### src/rtl/l1a_check_scheduler.sv
// ----------------------------------------------------------------------------
// l1a_check_scheduler
//
// Sequences one L1A alignment check per event across the 16 ADCs of the
// LV2 layer-1 front end. Each event opens a one-hot start_check window on
// ADC 0. The window advances on every one_adc_finish_check pulse. The event
// ends with a pass/fail verdict after ADC 15, or with a timeout that
// resynchronises the checker through a two-cycle checker_reset pulse.
//
// Parameters
//   TIMEOUT : cycles allowed waiting on ADC 1..15 before abort (>= 4)
//   CNT_W   : width of the saturating event counters
//
// Ports
//   clk                  system clock, rising edge
//   reset                asynchronous, active-low
//   enable               permits starting a new event check
//   one_adc_finish_check checker pulse: current ADC matched
//   L1A_align            checker pulse: all 16 matched (with final finish)
//   checker_error[15:0]  checker per-ADC mismatch flags
//   start_check[15:0]    one-hot window, bit = current ADC index
//   check_in_progress    high while an event is being checked
//   checker_reset        active-high synchronous reset to the checker
//   busy                 scheduler not idle
//   event_done           1-cycle pulse at the end of every event
//   event_ok             verdict, valid with event_done, held
//   timeout_flag         event aborted on timeout, valid with event_done, held
//   fail_adc[3:0]        ADC at timeout or first mismatch, held
//   event_count          completed events, saturating
//   bad_count            events with event_ok = 0, saturating
// ----------------------------------------------------------------------------
module l1a_check_scheduler #(
  parameter int TIMEOUT = 4096,
  parameter int CNT_W   = 16
) (
  input  logic             clk,
  input  logic             reset,
  input  logic             enable,
  input  logic             one_adc_finish_check,
  input  logic             L1A_align,
  input  logic [15:0]      checker_error,
  output logic [15:0]      start_check,
  output logic             check_in_progress,
  output logic             checker_reset,
  output logic             busy,
  output logic             event_done,
  output logic             event_ok,
  output logic             timeout_flag,
  output logic [3:0]       fail_adc,
  output logic [CNT_W-1:0] event_count,
  output logic [CNT_W-1:0] bad_count
);

  localparam int TW = $clog2(TIMEOUT);

  typedef enum logic [1:0] {
    S_IDLE,
    S_CHECK,
    S_DONE,
    S_RECOVER
  } state_t;

  state_t           r_state;
  state_t           w_next;
  logic [3:0]       r_idx;
  logic [TW-1:0]    r_wait;
  logic             r_mism;
  logic [3:0]       r_mism_adc;
  logic             r_rec_second;
  logic             r_event_ok;
  logic             r_timeout;
  logic [3:0]       r_fail_adc;
  logic [CNT_W-1:0] r_event_count;
  logic [CNT_W-1:0] r_bad_count;

  logic w_in_check;
  logic w_err_now;
  logic w_finish;
  logic w_last;
  logic w_timeout;
  logic w_mism_any;

  function automatic logic [CNT_W-1:0] sat_inc(input logic [CNT_W-1:0] v);
    return (&v) ? v : v + CNT_W'(1);
  endfunction

  assign w_in_check = (r_state == S_CHECK);
  assign w_err_now  = w_in_check & checker_error[r_idx];
  assign w_finish   = w_in_check & one_adc_finish_check;
  assign w_last     = (r_idx == 4'd15);
  // ADC 0 waits indefinitely for the trigger, so it is never timed out.
  // A finish in the same cycle as expiry wins over the timeout.
  assign w_timeout  = w_in_check & ~one_adc_finish_check & (r_idx != 4'd0) &
                      (r_wait == TW'(TIMEOUT - 1));
  // Include a mismatch flagged in the very cycle the verdict is taken.
  assign w_mism_any = r_mism | w_err_now;

  // NOTE: combinational blocks assign every output a default first so no
  // path leaves a signal unassigned, which would infer a latch.
  always_comb begin
    w_next = r_state;
    unique case (r_state)
      S_IDLE:    if (enable) w_next = S_CHECK;
      S_CHECK: begin
        if (w_finish && w_last) w_next = S_DONE;
        else if (w_timeout)     w_next = S_RECOVER;
      end
      S_DONE:    w_next = S_IDLE;
      S_RECOVER: if (r_rec_second) w_next = S_IDLE;
      default:   w_next = S_IDLE;
    endcase
  end

  always_comb begin
    start_check       = '0;
    check_in_progress = 1'b0;
    checker_reset     = 1'b0;
    event_done        = 1'b0;
    unique case (r_state)
      S_CHECK: begin
        start_check       = 16'(1) << r_idx;
        check_in_progress = 1'b1;
      end
      S_DONE:    event_done = 1'b1;
      S_RECOVER: begin
        checker_reset = 1'b1;
        event_done    = r_rec_second;
      end
      default: ;
    endcase
  end

  assign busy         = (r_state != S_IDLE);
  assign event_ok     = r_event_ok;
  assign timeout_flag = r_timeout;
  assign fail_adc     = r_fail_adc;
  assign event_count  = r_event_count;
  assign bad_count    = r_bad_count;

  // NOTE: sequential state uses non-blocking assignments so every register
  // samples the pre-edge values regardless of statement order.
  always_ff @(posedge clk or negedge reset) begin
    if (!reset) begin
      r_state       <= S_IDLE;
      r_idx         <= '0;
      r_wait        <= '0;
      r_mism        <= 1'b0;
      r_mism_adc    <= '0;
      r_rec_second  <= 1'b0;
      r_event_ok    <= 1'b0;
      r_timeout     <= 1'b0;
      r_fail_adc    <= '0;
      r_event_count <= '0;
      r_bad_count   <= '0;
    end else begin
      r_state <= w_next;
      unique case (r_state)
        S_IDLE: begin
          r_idx        <= '0;
          r_wait       <= '0;
          r_mism       <= 1'b0;
          r_mism_adc   <= '0;
          r_rec_second <= 1'b0;
        end
        S_CHECK: begin
          if (w_err_now && !r_mism) begin
            r_mism     <= 1'b1;
            r_mism_adc <= r_idx;
          end
          if (w_finish) begin
            if (!w_last) begin
              r_idx  <= r_idx + 4'd1;
              r_wait <= '0;
            end else begin
              // Verdict outputs are published only at event end, so they
              // stay stable between successive event_done pulses.
              r_event_ok <= L1A_align & ~w_mism_any;
              r_timeout  <= 1'b0;
              r_fail_adc <= r_mism ? r_mism_adc : (w_err_now ? r_idx : 4'd0);
            end
          end else if (w_timeout) begin
            r_event_ok <= 1'b0;
            r_timeout  <= 1'b1;
            r_fail_adc <= r_idx;
          end else if (r_idx != 4'd0) begin
            r_wait <= r_wait + TW'(1);
          end
        end
        S_DONE: begin
          r_event_count <= sat_inc(r_event_count);
          if (!r_event_ok) r_bad_count <= sat_inc(r_bad_count);
        end
        S_RECOVER: begin
          r_rec_second <= 1'b1;
          if (r_rec_second) begin
            r_event_count <= sat_inc(r_event_count);
            r_bad_count   <= sat_inc(r_bad_count);
          end
        end
        default: ;
      endcase
    end
  end

endmodule

### config.mk
export PLATFORM = sky130hd
export DESIGN_NAME = l1a_check_scheduler
export DESIGN_NICKNAME = d
export VERILOG_FILES = /design/src/rtl/l1a_check_scheduler.sv
export SDC_FILE = /design/constraint.sdc
export NUM_CORES = 1
export LEC_CHECK = 0
export BUFFER_PORTS_ARGS = -buffer_cell sky130_fd_sc_hd__buf_2
export CORE_AREA = 8 8 104 116
export CTS_BUF_LIST = sky130_fd_sc_hd__clkbuf_2 sky130_fd_sc_hd__clkbuf_4 sky130_fd_sc_hd__clkbuf_8
export DETAILED_ROUTE_END_ITERATION = 8
export DIE_AREA = 0 0 112 124
export SETUP_SLACK_MARGIN = 0.05
export SYNTH_ARGS = -nofsm -noshare
export SYNTH_HDL_FRONTEND = slang
export SYNTH_SLANG_ARGS = --single-unit
### constraint.sdc
create_clock -name clk -period 3.3 [get_ports clk]
set_clock_uncertainty 0.1 [all_clocks]
set_input_delay 0.66 -clock clk [delete_from_list [all_inputs] [get_ports clk]]
set_output_delay 0.66 -clock clk [all_outputs]
set_load 0.05 [all_outputs]
Word level (Yosys, flattened, before mapping)
Index checks and enable logic that the tools add are counted.
Storage, ports and cells
  flip-flop bits (word level): 62
  latch bits: 0
  memory bits (writable): 0
  bits in read-only memories: 0
  input bits: 21
  output and inout bits: 58
  logic and storage cells: 103
  memories kept: 0
Cells by class
  $add $sub $neg: 4
  $mul: 0
  divide/modulo/power cells: 0
  magnitude comparators: 1
  equality and inequality tests: 16
  shift operators: 1
  multiplexer cells: 42
  bitwise operators: 9
  reduce and logical (&&, ||, !) cells: 19
Operators by type and width (number)
  $mux 16: 6
  $pmux 16 s2: 2
  $mux 12: 4
  $add 16x1->16 const B: 2
  $mux 4: 8
  $reduce_and 16->1: 2
  $pmux 12 s2: 1
  $pmux 4 s2: 2
  $shl 1x4->16 const A: 1
  $add 12x1->12 const B: 1
  $eq 12x12->1 const B: 1
  $reduce_and 3->1: 4
  $mux 1: 10
  $reduce_bool 2->1: 5
  $mux 2: 4
  $ne 2x2->1 const B: 4
  $pmux 2 s4: 1
  $and 1x1->1: 6
  $ne 2x1->1 const B: 3
  $ne 3x1->1 const B: 2
  $ne 3x3->1 const B: 2
  $pmux 1 s2: 3
  $lt 4x5->1 const B: 1
  $add 4x1->4 const B: 1
  12 further kinds: 16

Logic depth before layout (Yosys ltp)
Gate-level depths: netlist of the first run.
  depth after elaboration: 8
  gate-level depth with buffers: 9
  gate-level depth less buffers: 7

Least setup slack after synthesis of the first run
OpenSTA, ideal clock, no wires.
  path kind: register to output
  from: reg r_state[1]
  to: out start_check[4]
  data arrival time: 2.064 ns
  required time: 2.540 ns
  setup slack: 0.476 ns
  cell stages (with the launch flop): 6
  path buffers: 1
  path through: dfrtp_1 -> inv_1 -> ha_1 -> clkbuf_1 -> nor2b_1 -> and3_1
Between the ends
  word-level cells in the longest chain between the ends: 2
RTL lines
  start: declaration: RTL line 63  | state_t r_state;
  start signal: assignment: RTL line 156  | r_state <= w_next;
  $eq 2x1->1: RTL line 119  | unique case (r_state)
  $mux 16: RTL line 119
  end: declaration: RTL line 42  | output logic [15:0] start_check,
Every way passes these cells.

Worst setup path after layout of the first run
Ends and elaborated chain as after synthesis.

==> results of run 1 <==
==> metal layers <==
metal	GRT usage	vias up
met5	0	-
met4	0.0506	0
met3	0.0466	13
met2	0.208	70
met1	0.143	1346
li1	-	1420
==> synthesized netlist by cell type (all sizes together) (2+ instances only) <==
library cell,number
buf,4
and4,4
or3,5
a22oi,2
o21ai,6
ha,14
mux2i,17
dfrtp,62
a21o,7
nand3,17
and3,10
and2,6
a211oi,2
clkbuf,6
mux2,3
a31oi,4
xor2,10
nor2,32
a2111oi,2
nand2,41
o31ai,4
nand3b,2
nor4,2
or4,3
nor2b,3
nand2b,6
nand4,11
o22ai,2
nor3,8
inv,13
a21oi,14
nor3b,2
xnor2,22
==> metrics by stage <==
stage	setup slack, ps	power [mW]	instance area, um^2	instances
finish	380	3.34	4220	567
global route	158	3.56	4220	567
CTS	350	3.38	4220	567
detailed placement	669	2.57	3980	551
global placement	765	2.55	3980	551
floorplan	476	2.22	3460	357
==> cells in the final DEF, fill, tap and decap left out, drive strengths merged, types with 2 or more instances in the layout <==
master and instances:
nand4 11, nor2b 3, nand3 17, nand3b 2, or3 5, xnor2 22, o31ai 4, and2 6
a21oi 14, inv 13, o21ai 6, bufinv 2, nand2b 6, a21o 7, ha 14, a22oi 2
and3 10, buf 81, or4 3, clkbuf 13, and4 4, xor2 10, a211oi 2, nor2 32
mux2i 17, mux2 3, nor3 8, o22ai 2, nand2 41, a31oi 4, nor4 2, nor3b 2
dfrtp 62, a2111oi 2
==> power breakdown <==
group | switching, mW | internal (mW) | total [mW] | leakage, nW
clock network | 0.294 | 0.495 | 0.789 | 0.123
registers | 0.188 | 0.905 | 1.09 | 0.836
logic | 1.00 | 0.453 | 1.45 | 1.14
==> final cells by class <==
| type | instances | area, um^2 | area share |
|---|---|---|---|
| clock buffers | 13 | 173 | 0.0409 |
| clock inverters | 3 | 65.1 | 0.0154 |
| inverters | 13 | 48.8 | 0.0116 |
| multi-input cells | 272 | 1810 | 0.430 |
| flip-flops and latches | 62 | 1550 | 0.368 |
| well taps | 123 | 154 | 0.0365 |
| repair buffers | 81 | 413 | 0.0979 |
==> worst max-delay path, stage by stage (launching register included) <==
cell and delay, ps:
dfrtp_1 420, inv_1 110, ha_1 520, nor2b_1 310, and3_1 190, buf_2 260
==> path summary, 6_finish.rpt <==
check / startpoint / end / slack, ps / cells past startpoint
worst max-delay path: r_state[1]$_DFFE_PN0P_ / start_check[4] / 380 / 5
worst min-delay path: reset / r_idx[2]$_DFFE_PN0P_ / 220 / 2
worst max register to register: r_state[1]$_DFFE_PN0P_ / r_state[1]$_DFFE_PN0P_ / 660 / 7
worst min register to register: event_count[15]$_DFFE_PN0P_ / event_count[15]$_DFFE_PN0P_ / 390 / 1
max in group asynchronous: reset / bad_count[1]$_DFFE_PN0P_ / 2490 / 2
min in group clk: event_count[15]$_DFFE_PN0P_ / event_count[15]$_DFFE_PN0P_ / 390 / 1
==> flip-flops by register name, indices dropped and copies added (netlist names) <==
| name | count |
|---|---|
| fail_adc | 4 |
| r_mism | 1 |
| timeout_flag | 1 |
| bad_count | 16 |
| event_count | 16 |
| r_idx | 4 |
| event_ok | 1 |
| r_wait | 12 |
| r_mism_adc | 4 |
| r_rec_second | 1 |
| r_state | 2 |
==> cell families (layout without fill, tap and decap cells) <==
family	Yosys count	after routing	synth area share
multiplexers	20	20	0.0590
flip-flops	62	62	0.449
AO/OA/AOI/OAI	52	52	0.102
AND/OR/NAND/NOR	154	154	0.232
adder cells (fa/ha/maj)	14	14	0.0507
XOR/XNOR	32	32	0.0810
buffers and inverters	23	110	0.0271
==> metrics, run 1 <==
status=complete, no violations; worst-margin pin slew=631 ps; gpl congestion=a little over 0.8; Yosys top cell by area=dfrtp_1; fin crit share=0.885; vias=2849; YS warnings=0; nets@finish=approximately 470; Final Hold Vio Count=0; # port buffers=approximately 80; Netlist Area Pre-Place=about 3500 um^2; buffers inserted by post-CTS timing repair=0; CTS tree=yes; clk_lat worst skew=340 ps; vias in the first global route=2847; top sig layer=met4; Post-Synthesis Mean Instance Area=9.69 um^2; RSZ-0062 raised after global routing=false; Routed Antenna Nets=0; Max-Cap Viols=0; sequential area share after synthesis=0.449; Max Fclk=0.342 GHz; syn_nets=392; Area Overhead vs Synth=22.0%; grt total ovfl=0; Syn Inst Count=357; Filler Cells Inserted=1013; Slew Limit Fails=0; Core ar.=around 10000 um^2; DR WL/cell=14.7 um; die area=13900 um^2; Worst Hold Class=input port to async pin; die span in y=124 um; H-tree depth=3; leakage power=roughly 2.1 nW; EDFF count, synth=0; setup violators final=0; Crit. End Element=output pin; hpwl dp=6350 um; hold slack=216 ps; CP Data Required Time=~2500 ps; TNS Setup=0 ps; CTS max path bufs=2; Primary FF master, synth=dfrtp_1; Num CTS Buffers=9; largest net degree at the start of global routing=38; synth top area cells=dfrtp_1, xnor2_1, ha_1, mux2i_1, nand2_1; async set or reset register ratio after synthesis=1.00; DRT Wirelength=8330 um; share of the synthesized area in the top cell type=0.449; Crit Path Class=register to output pin; vias per inst=5.02; crit path max fanout=17; Root Buffer=clkbuf_8; post_cts resized=0; routed wl met3=603 um; CP arrival=2160 ps; Tot GR Track Use=0.124; DRT iter0 DRCs=114; global-route wire length before repair=13900 um; Final Util=0.416; clk sink count=62; share of cells above drive strength 1=0.241; register bit total from synthesis=62; Reg clk slew, reported paths=70 ps; starting density of the core=0.341; # IOs=79; hold_buf cts=0; Pre-antenna DRT Iters=4; Power Dens Cells=791 nW/um^2; Relative slew margins=0.577; Distinct cells, synth=49; n_diodes=0; M1 WL=3750 um; initial antenna violation count=0; die width=112 um; VDD IR-drop max=0.460 mV; number of core rows=39; Worst setup SP type=register; drt drc=0; Tmin final=2920 ps; Met2 Routed Length=3870 um
Note: power is estimated with default switching activity, not from simulation.
==> run 2, diff against run 1 <==
- CORE_AREA: 8 8 104 116 -> 8 8 85 95
- DIE_AREA: 0 0 112 124 -> 0 0 93 103
- PLACE_DENSITY: default -> 0.79
- TNS_END_PERCENT: default -> 10
==> run 2 against run 1 <==
First-iteration DRC count increased by 19%. Critical path type unchanged. Design area down 2.9%. Via count is 2.2% higher. Hold slack gained 23 ps. Largest cell class unchanged. Critical path depth stayed put.
==> metrics, run 2 (synthesized netlist as in run 1, its figures left out) <==
reg-to-reg slack, setup=700 ps (+40 ps); H-tree depth=3 (unchanged); TNS Setup=0 ps (unchanged); Tmin final=2880 ps (-39.2 ps); CTS max path bufs=2 (unchanged); # IOs=79 (unchanged); leakage power=2.06 nW (-1.7%); status=complete, no violations; number of core rows=31 (-21%); clk_lat worst skew=340 ps (about the same); hold_buf cts=0 (unchanged); crit path max fanout=17 (unchanged); vias in the first global route=2887 (+1.4%); initial antenna violation count=0 (unchanged); largest net degree at the start of global routing=35 (-7.9%); CP arrival=2120 ps (-40 ps); grt total ovfl=0 (unchanged); area of the multi-input gates=1810 um^2 (unchanged); vias per inst=5.58 (+11%); clk sink count=62 (unchanged); CP max stage cell=ha_1; nets@finish=473 (-0.21%); DRT Wirelength=7860 um (-5.7%); drt drc=0 (unchanged); fin crit share=0.873 (-0.0119); Final Hold Vio Count=0 (unchanged); Relative slew margins=0.565 (-0.0121); commonest cells after routing, fill and taps aside=buf_2, dfrtp_1, nand2_1, nor2_1, xnor2_1; Root Buffer=clkbuf_8; global-route wire length before repair=13400 um (-3.6%); Area Overhead vs Synth=18.4%; cell area after layout=4100 um^2 (-2.9%); dpl cell area=3930 um^2 (-1.2%); most common cell after layout, fill and taps aside=buf_2; DR WL/cell=15.0 um (+2.4%); Slew Limit Fails=0 (unchanged); Crit Path Class=register to output pin; Worst Hold Class=input port to async pin; Num CTS Buffers=9 (unchanged); Power Dens Cells=761 nW/um^2 (-3.8%); Max Fclk=0.347 GHz (+1.4%); vias=2913 (+2.2%); Max-Cap Viols=0 (unchanged); # port buffers=78 (unchanged); share of cells above drive strength 1=0.234 (-0.00690); Pre-antenna DRT Iters=4 (unchanged); post_cts resized=0 (unchanged); die span in y=103 um (-17%); hpwl dp=5920 um (-6.7%); register area=1550 um^2 (unchanged); die area=9580 um^2 (-31%); buffers inserted by post-CTS timing repair=0 (unchanged); crit-path cells=inv_1, ha_1, nor2b_1, and3_1, buf_2; gpl congestion=0.813 (+0.26%); CP Data Required Time=2540 ps (about the same); die width=93 um (-17%); Tot GR Track Use=0.176 (+0.0515); Worst setup SP type=register; Filler Cells Inserted=549 (-46%); VDD IR-drop max=0.711 mV (+55%); Crit. End Element=output pin; RSZ-0062 raised after global routing=false; CTS tree=yes; Reg clk slew, reported paths=60 ps (about the same); starting density of the core=0.537 (+0.196); slowest stage delay, CP=520 ps (about the same); setup violators final=0 (unchanged); worst-margin pin slew=636 ps (+5.47 ps); n_diodes=0 (unchanged); Core ar.=6440 um^2 (-37%); DRT iter0 DRCs=136 (+19%); Routed Antenna Nets=0 (unchanged)
## run 2: changes by cell type in the layout (fill, tap and decap cells not counted)
cell / previous run / this run
bufinv_16: 2 / 0
buf_12: 0 / 1
buf_4: 3 / 1
clkbuf_4: 1 / 0
clkinv_2: 1 / 2
clkbuf_8: 12 / 11
## run 2: power by group
| part | switching [mW] | internal, mW |
|---|---|---|
| sequential | 0.198 | 0.905 |
| combinational | 0.992 | 0.455 |
| clock | 0.269 | 0.298 |
## run 2: worst max-delay path: cells and delay by family, from the launching register on
family / cells / cell delay (ps)
fa+ha+maj: 1 / 520
simple gates: 2 / 480
flops: 1 / 410
buf+inv: 2 / 380
## run 2: worst paths after layout
check | start | end | depth (start not counted)
worst max-delay path | r_state[1]$_DFFE_PN0P_ | start_check[5] | 5
worst min-delay path | reset | event_count[15]$_DFFE_PN0P_ | 1
worst max register to register | r_state[1]$_DFFE_PN0P_ | r_wait[10]$_DFFE_PN0P_ | 7
worst min register to register | timeout_flag$_DFFE_PN0P_ | timeout_flag$_DFFE_PN0P_ | 1
max in group asynchronous | reset | r_mism_adc[2]$_DFFE_PN0P_ | 2
min in group clk | timeout_flag$_DFFE_PN0P_ | timeout_flag$_DFFE_PN0P_ | 1
## run 2: area by class of cell
cell class,count,area share
Multi-Input combinational cell,272,0.443
Sequential cell,62,0.379
Timing Repair Buffer,80,0.102
Clock buffer,11,0.0370
Tap cell,82,0.0251
Inverter,13,0.0119
Clock inverter,2,0.00244
## run 2: metal layers
metal,share of wire,wire (um),global-route usage,up-vias
li1,-,-,-,1417
met1,0.43,3380,0.204,1382
met2,0.47,3710,0.287,102
met3,0.081,635,0.0670,12
met4,0.016,123,0.0720,0
met5,0,0,0,-
## run 2: per-stage QoR
stage	setup slack [ps]	power [mW]	utilization	instances	hold WS (ps)
floorplan	476	2.22	-	357	264
global placement	856	2.52	0.611	509	364
detailed placement	698	2.57	0.611	509	373
CTS	391	3.15	0.636	522	238
global route	233	3.34	0.636	522	271
finish	419	3.12	0.636	522	240
